### src/rtl/clk_period_meter.sv
// rtl/clk_period_meter.sv - period/high-time meter for a slow clock-like signal with lock and timeout flags
module clk_period_meter #(
  parameter int CNT_W    = 16,
  parameter int TIMEOUT  = 20000,
  parameter int LOCK_CNT = 4,
  parameter int TOL      = 1
) (
  input  logic             clk_in,
  input  logic             rst,
  input  logic             sig_in,
  output logic [CNT_W-1:0] period,
  output logic [CNT_W-1:0] high_time,
  output logic             meas_valid,
  output logic             locked,
  output logic             timeout
);

  localparam int MW = $clog2(LOCK_CNT + 1);

  typedef enum logic {IDLE, MEAS} state_t;

  state_t           state, state_n;
  logic             s1, s2, s3;
  logic             rise, fall;
  logic [CNT_W-1:0] cnt, cnt_n;
  logic [CNT_W-1:0] hi_lat, hi_lat_n;
  logic [CNT_W-1:0] prev, prev_n;
  logic [CNT_W-1:0] period_n, high_time_n;
  logic [CNT_W-1:0] diff;
  logic [MW-1:0]    match, match_n;
  logic             have_prev, have_prev_n;
  logic             meas_valid_n, locked_n, timeout_n;

  assign rise = s2 & ~s3;
  assign fall = ~s2 & s3;

  // Two-flop synchroniser plus a history flop for edge detection.
  always_ff @(posedge clk_in or negedge rst) begin
    if (!rst) begin
      s1 <= 1'b0;
      s2 <= 1'b0;
      s3 <= 1'b0;
    end else begin
      s1 <= sig_in;
      s2 <= s1;
      s3 <= s2;
    end
  end

  // State and measurement registers.
  always_ff @(posedge clk_in or negedge rst) begin
    if (!rst) begin
      state      <= IDLE;
      cnt        <= '0;
      hi_lat     <= '0;
      prev       <= '0;
      period     <= '0;
      high_time  <= '0;
      match      <= '0;
      have_prev  <= 1'b0;
      meas_valid <= 1'b0;
      locked     <= 1'b0;
      timeout    <= 1'b0;
    end else begin
      state      <= state_n;
      cnt        <= cnt_n;
      hi_lat     <= hi_lat_n;
      prev       <= prev_n;
      period     <= period_n;
      high_time  <= high_time_n;
      match      <= match_n;
      have_prev  <= have_prev_n;
      meas_valid <= meas_valid_n;
      locked     <= locked_n;
      timeout    <= timeout_n;
    end
  end

  // Next-state logic: count between rises, latch results on rise, give up after TIMEOUT.
  always_comb begin
    state_n      = state;
    cnt_n        = cnt;
    hi_lat_n     = hi_lat;
    prev_n       = prev;
    period_n     = period;
    high_time_n  = high_time;
    match_n      = match;
    have_prev_n  = have_prev;
    meas_valid_n = 1'b0;
    locked_n     = locked;
    timeout_n    = timeout;
    // Larger minus smaller so the unsigned difference never wraps.
    diff         = (cnt >= prev) ? (cnt - prev) : (prev - cnt);
    case (state)
      IDLE: begin
        cnt_n = '0;
        if (rise) begin
          cnt_n     = CNT_W'(1);
          timeout_n = 1'b0;
          state_n   = MEAS;
        end
      end
      MEAS: begin
        // A rise on the same cycle as the timeout limit is still a valid measurement.
        if (rise) begin
          period_n     = cnt;
          high_time_n  = hi_lat;
          meas_valid_n = 1'b1;
          cnt_n        = CNT_W'(1);
          prev_n       = cnt;
          have_prev_n  = 1'b1;
          if (have_prev && (diff <= CNT_W'(TOL))) begin
            match_n = (match == MW'(LOCK_CNT)) ? match : match + MW'(1);
          end else begin
            match_n = '0;
          end
          locked_n = (match_n == MW'(LOCK_CNT));
        end else if (cnt == CNT_W'(TIMEOUT)) begin
          timeout_n   = 1'b1;
          locked_n    = 1'b0;
          match_n     = '0;
          have_prev_n = 1'b0;
          cnt_n       = '0;
          state_n     = IDLE;
        end else begin
          cnt_n = cnt + CNT_W'(1);
          if (fall) begin
            hi_lat_n = cnt;
          end
        end
      end
      default: state_n = IDLE;
    endcase
  end

endmodule

### config.mk
export PLATFORM = sky130hd
export DESIGN_NAME = clk_period_meter
export DESIGN_NICKNAME = d
export VERILOG_FILES = /design/src/rtl/clk_period_meter.sv
export SDC_FILE = /design/constraint.sdc
export NUM_CORES = 1
export LEC_CHECK = 0
export ABC_AREA = 1
export BUFFER_PORTS_ARGS = -buffer_cell sky130_fd_sc_hd__buf_2
export CAP_MARGIN = 20
export CORE_UTILIZATION = 55
export DETAILED_ROUTE_END_ITERATION = 7
export PLACE_DENSITY = 0.73
export SLEW_MARGIN = 40
export SYNTH_ARGS = -nofsm -noshare
export SYNTH_HDL_FRONTEND = slang
export SYNTH_SLANG_ARGS = --single-unit
### constraint.sdc
create_clock -name clk_in -period 2.9 [get_ports clk_in]
set_clock_uncertainty 0.2 [all_clocks]
set_input_delay 0.58 -clock clk_in [delete_from_list [all_inputs] [get_ports clk_in]]
set_output_delay 0.58 -clock clk_in [all_outputs]
set_load 0.005 [all_outputs]
## After elaboration in Yosys (flattened, before gate mapping)

Cells that the tools add are included.

| word-level totals | value |
|---|---|
| register bits after elaboration | 75 |
| output and inout port bits | 35 |
| logic and storage cells | 61 |

| cells by class | value |
|---|---|
| add/sub/neg operators | 4 |
| magnitude comparators | 2 |
| eq/ne operators | 6 |
| mux-type cells | 23 |
| bitwise operators | 7 |
| reduce and logical (&&, ||, !) cells | 6 |

Operators by type and width:

| cell | count |
|---|---|
| $mux W16 | 3 |
| $pmux W16 S2 | 1 |
| $sub A16 B16 Y16 | 2 |
| $mux W3 | 6 |
| $add A16 B1 Y16 const B | 1 |
| $eq A16 B15 Y1 const B | 1 |
| $ge A16 B16 Y1 | 1 |
| $le A16 B1 Y1 const B | 1 |
| $mux W1 | 11 |
| $eq A3 B3 Y1 const B | 2 |
| $not A1 Y1 | 5 |
| $ne A2 B2 Y1 const B | 2 |
| $pmux W1 S2 | 2 |
| $reduce_and A2 Y1 | 2 |
| $reduce_and A4 Y1 | 1 |
| $add A3 B1 Y3 const B | 1 |
| $reduce_and A3 Y1 | 1 |
| $and A1 B1 Y1 | 2 |
| $ne A2 B1 Y1 const B | 1 |
| $reduce_bool A2 Y1 | 1 |
| $logic_and A1 B1 Y1 | 1 |

## Depth between registers and ports, before layout

| logic depth | value |
|---|---|
| depth in word-level cells | 9 |
| gate-level depth with buffers | 21 |

## Worst setup path before layout

No wires, ideal clock.

| path | value |
|---|---|
| path type | register to register |
| start | register cnt[0] |
| end | register match[0] |
| arrival | 2.240 ns |
| path slack | 0.384 ns |
| stages on the path, launching flop included | 18 |
| buffers on the path | 0 |
| period minus slack after synthesis | 2.516 ns |
| cell sequence | dfrtp_1 -> inv_1 -> ha_1 -> inv_1 -> fa_1 -> inv_1 -> o21ai_2 -> nand2_1 -> nand3_2 -> nand2_4 -> nand2_4 -> nand2_1 -> nand2_1 -> nand2_1 -> nand4_1 -> nor2_2 -> nand3_1 -> o21ai_1 |

| between the ends | value |
|---|---|
| word-level cells in the longest chain between the ends | 8 |
| elaborated cells between the ends (all ways) | 13 |
| those cells by class | add/sub (2); order compare (2); eq/ne (1); mux (5); reduce/logical (3) |

RTL lines:

| what | line | source |
|---|---|---|
| start, declared | 25 | `logic [CNT_W-1:0] cnt, cnt_n;` |
| start signal, assigned | 66 | `cnt <= cnt_n;` |
| $sub A16 B16 Y16 / $ge A16 B16 Y1 (equally long branches) | 93 | `diff = (cnt >= prev) ? (cnt - prev) : (prev - cnt);` |
| $mux W16 | 93 |  |
| $le A16 B1 Y1 | 112 | `if (have_prev && (diff <= CNT_W'(TOL))) begin` |
| $logic_and A1 B1 Y1 | 112 |  |
| $mux W3 | 112 |  |
| $mux W3 | 105 | `if (rise) begin` |
| $mux W3 | 94 | `case (state)` |
| $mux W3 | 105 |  |
| end signal, assigned | 71 | `match <= match_n;` |
| end, declared | 30 | `logic [MW-1:0] match, match_n;` |

Parallel ways exist; a longest one is shown, timed or not. The select of a mux whose other input is x is not followed.
A chain may end at the register's enable or synchronous reset.

## Worst setup path after layout

| path | value |
|---|---|
| start | register cnt[0] |
| end | register match[1] |

The elaborated chain is that of the path after synthesis.

==> impl_metrics.toml <==
[status]
outcome = "finished, final reports clean"

[synth]
synth_top_area_cell = "dfrtp_1"
synth.avg_cell_area_um2 = 6.986
syn_inst = 749
ys_ff_latch = 75
ys_seq_area_frac = 0.3587
ys_top_cells_by_area = "dfrtp_1, nand2_1, inv_1"
synth_cell_type_count = 39
synth_top_area_share = 0.3587
synth.net_count = 789
ys_warn_count = 0
synth_area_mm2 = 0.005233

[cells_and_area]
final_cell_mix = "nand2_1, inv_1, dfrtp_1"
final_common_cell = "nand2_1"
nFillCells = 854
nNetsFinal = 833
area_growth_pct = 11.21
antenna_cells = 0
drive_gt1_frac = 0.1441
fin_area_mm2 = 0.005819
final_core_util = 0.6298

[critical_path]
crit_start = "cnt[0]"
r2r_cells = 15
r2r_slack_ps = 210
crit_path_end_kind = "flop"
worstPathArrival_ps = 2780
crit_required_ps = 2990
r2r_start = "cnt[0]"
crit_fanout = 5
start_kind = "flop"
endpoint = "match[1]"
reg2reg_to = "match[1]"
path_class = "reg -> reg"

[global_route]
first_global_vias = 4528
overflow = 0
antenna_found_initial = 0
grt_max_degree = 76
grt_use_total = 0.2773
grt_pass1_wl_um = 21480

[placed_design]
place_area_mm2 = 0.005600
port_buffers = 37
gp_congestion = 0.9113
hpwlAfterDp_um = 10220

[clocking]
worstSkewPairLatency_ps = 350
cts_tree = "yes"
cts_made_buffers = 9
clkTransAtPathRegs_ps = 90
cts_hold_buf = 0
htree_num_levels = 3
cts_resized = 0
cts.sinks = 75
clockRootBuffer = "clkbuf_8"
clock_path_buffers = 2
post_cts_buffers = 0

[drt]
first_pass_iters = 5
routed_via_density = 5.113
drt_drc_violations_left = 0
ant_nets = 0
wl_per_cell_um = 13.80
drt-total-wl_um = 12790
vias = 4740
drt-initial-drc-count = 195

[floorplanning]
dieHeight_um = 99.54
initial_utilization = 0.5663
io_pins = 38
dieArea_mm2 = 0.009908
rows = 35
die-width_um = 99.54
core_mm2 = 0.009240

[pwr]
p_leak_uw = 0.003150
peakVddDrop_mv = 0.4409
p_per_area_mw_per_mm2 = 800.2

[timing]
rsz0062_at_grt = "false"
fin_setup_tns_ps = 0
setup_viol = 0
relSlewSlack = 0.5463
min_period_ps = 2691
tightestPinTransition_ps = 680.5
holdWs_ps = 17.69
final_hold_viol_count = 0
period_share = 0.9278
slew_violations = 0
fmaxAchievable_ghz = 0.3717

[flow_run]
timing.max_cap.violations = 0

[hold_path]
min-delay-path-class = "in -> async"
final cells by class:
type	instances	area, um2	share of cell area
multi-input combinational	520	2786	0.4788
sequential	75	1878	0.3227
inverter	140	525.5	0.09030
timing repair buffer	47	266.5	0.04580
tap	129	161.4	0.02774
clock buffer	11	141.4	0.02430
clock inverter	5	60.06	0.01032
registers in the layout, indices dropped and copies added, names as in the netlist:
| name | count |
|---|---|
| match | 3 |
| s3 | 1 |
| timeout | 1 |
| high_time | 16 |
| prev | 16 |
| s2 | 1 |
| state | 1 |
| locked | 1 |
| hi_lat | 16 |
| s1 | 1 |
| cnt | 16 |
| meas_valid | 1 |
| have_prev | 1 |
critical path, cell delays in order (launching register included):
cell and delay, ps:
dfrtp_1 400, buf_4 160, ha_1 170, inv_1 130, fa_2 450, nor3_1 220
nand3_1 120, nor2_1 130, nand2_1 60, nor2_1 80, nand2_1 60, nand2_1 80
nand3_2 90, nor2_4 110, nand3_1 80, o21ai_1 90
how the worst min path moves through the flow:
stage,depth (start not counted),from,slack [ps],end
global route,1,rst,80,locked
finish,1,rst,20,prev[15]
detailed placement,0,s1,140,s2
CTS,1,rst,60,match[2]
floorplan,0,rst,80,cnt[0]
global placement,0,s1,140,s2
where the power goes:
| group | internal [uW] | total (uW) | switching [uW] |
|---|---|---|---|
| sequential | 1140 | 1210 | 77.4 |
| combinational | 901 | 2620 | 1720 |
| clock | 424 | 821 | 397 |
Yosys cell counts (all sizes together):
cell type  instances
nand3             48
a21o               1
o211ai             1
o21ai             57
nand4             17
dfrtp             75
a21oi             21
and2               2
ha                35
nor4               2
inv              137
nor2              46
clkinv             3
o41ai              1
a31oi              1
buf                3
fa                 2
xnor2              2
nor3              12
o21bai             2
xor2               5
nand2            258
nor3b              7
clkbuf            11
cells by family after synthesis:
group | Yosys count | share of synthesized area
buffers and inverters | 154 | 0.1133
AND/OR/NAND/NOR | 392 | 0.3360
XOR/XNOR | 7 | 0.01172
adder cells (fa/ha/maj) | 37 | 0.09134
AO/OA/AOI/OAI | 84 | 0.08895
flip-flops | 75 | 0.3587
routing by layer:
layer	wire length, um	GRT usage
met1	6137	0.3891
met2	5956	0.4476
met3	452	0.03373
met4	248	0.09163
met5	0	0
metrics by stage:
| stage | cells | setup WS [ps] | power (uW) |
|---|---|---|---|
| floorplan | 749 | 383.9 | 3223 |
| global placement | 911 | 253.4 | 3781 |
| detailed placement | 911 | 173.8 | 3816 |
| CTS | 927 | 152.6 | 4647 |
| global route | 927 | 15.71 | 5117 |
| finish | 927 | 209.4 | 4657 |
Power figures use the tool's default switching activity.
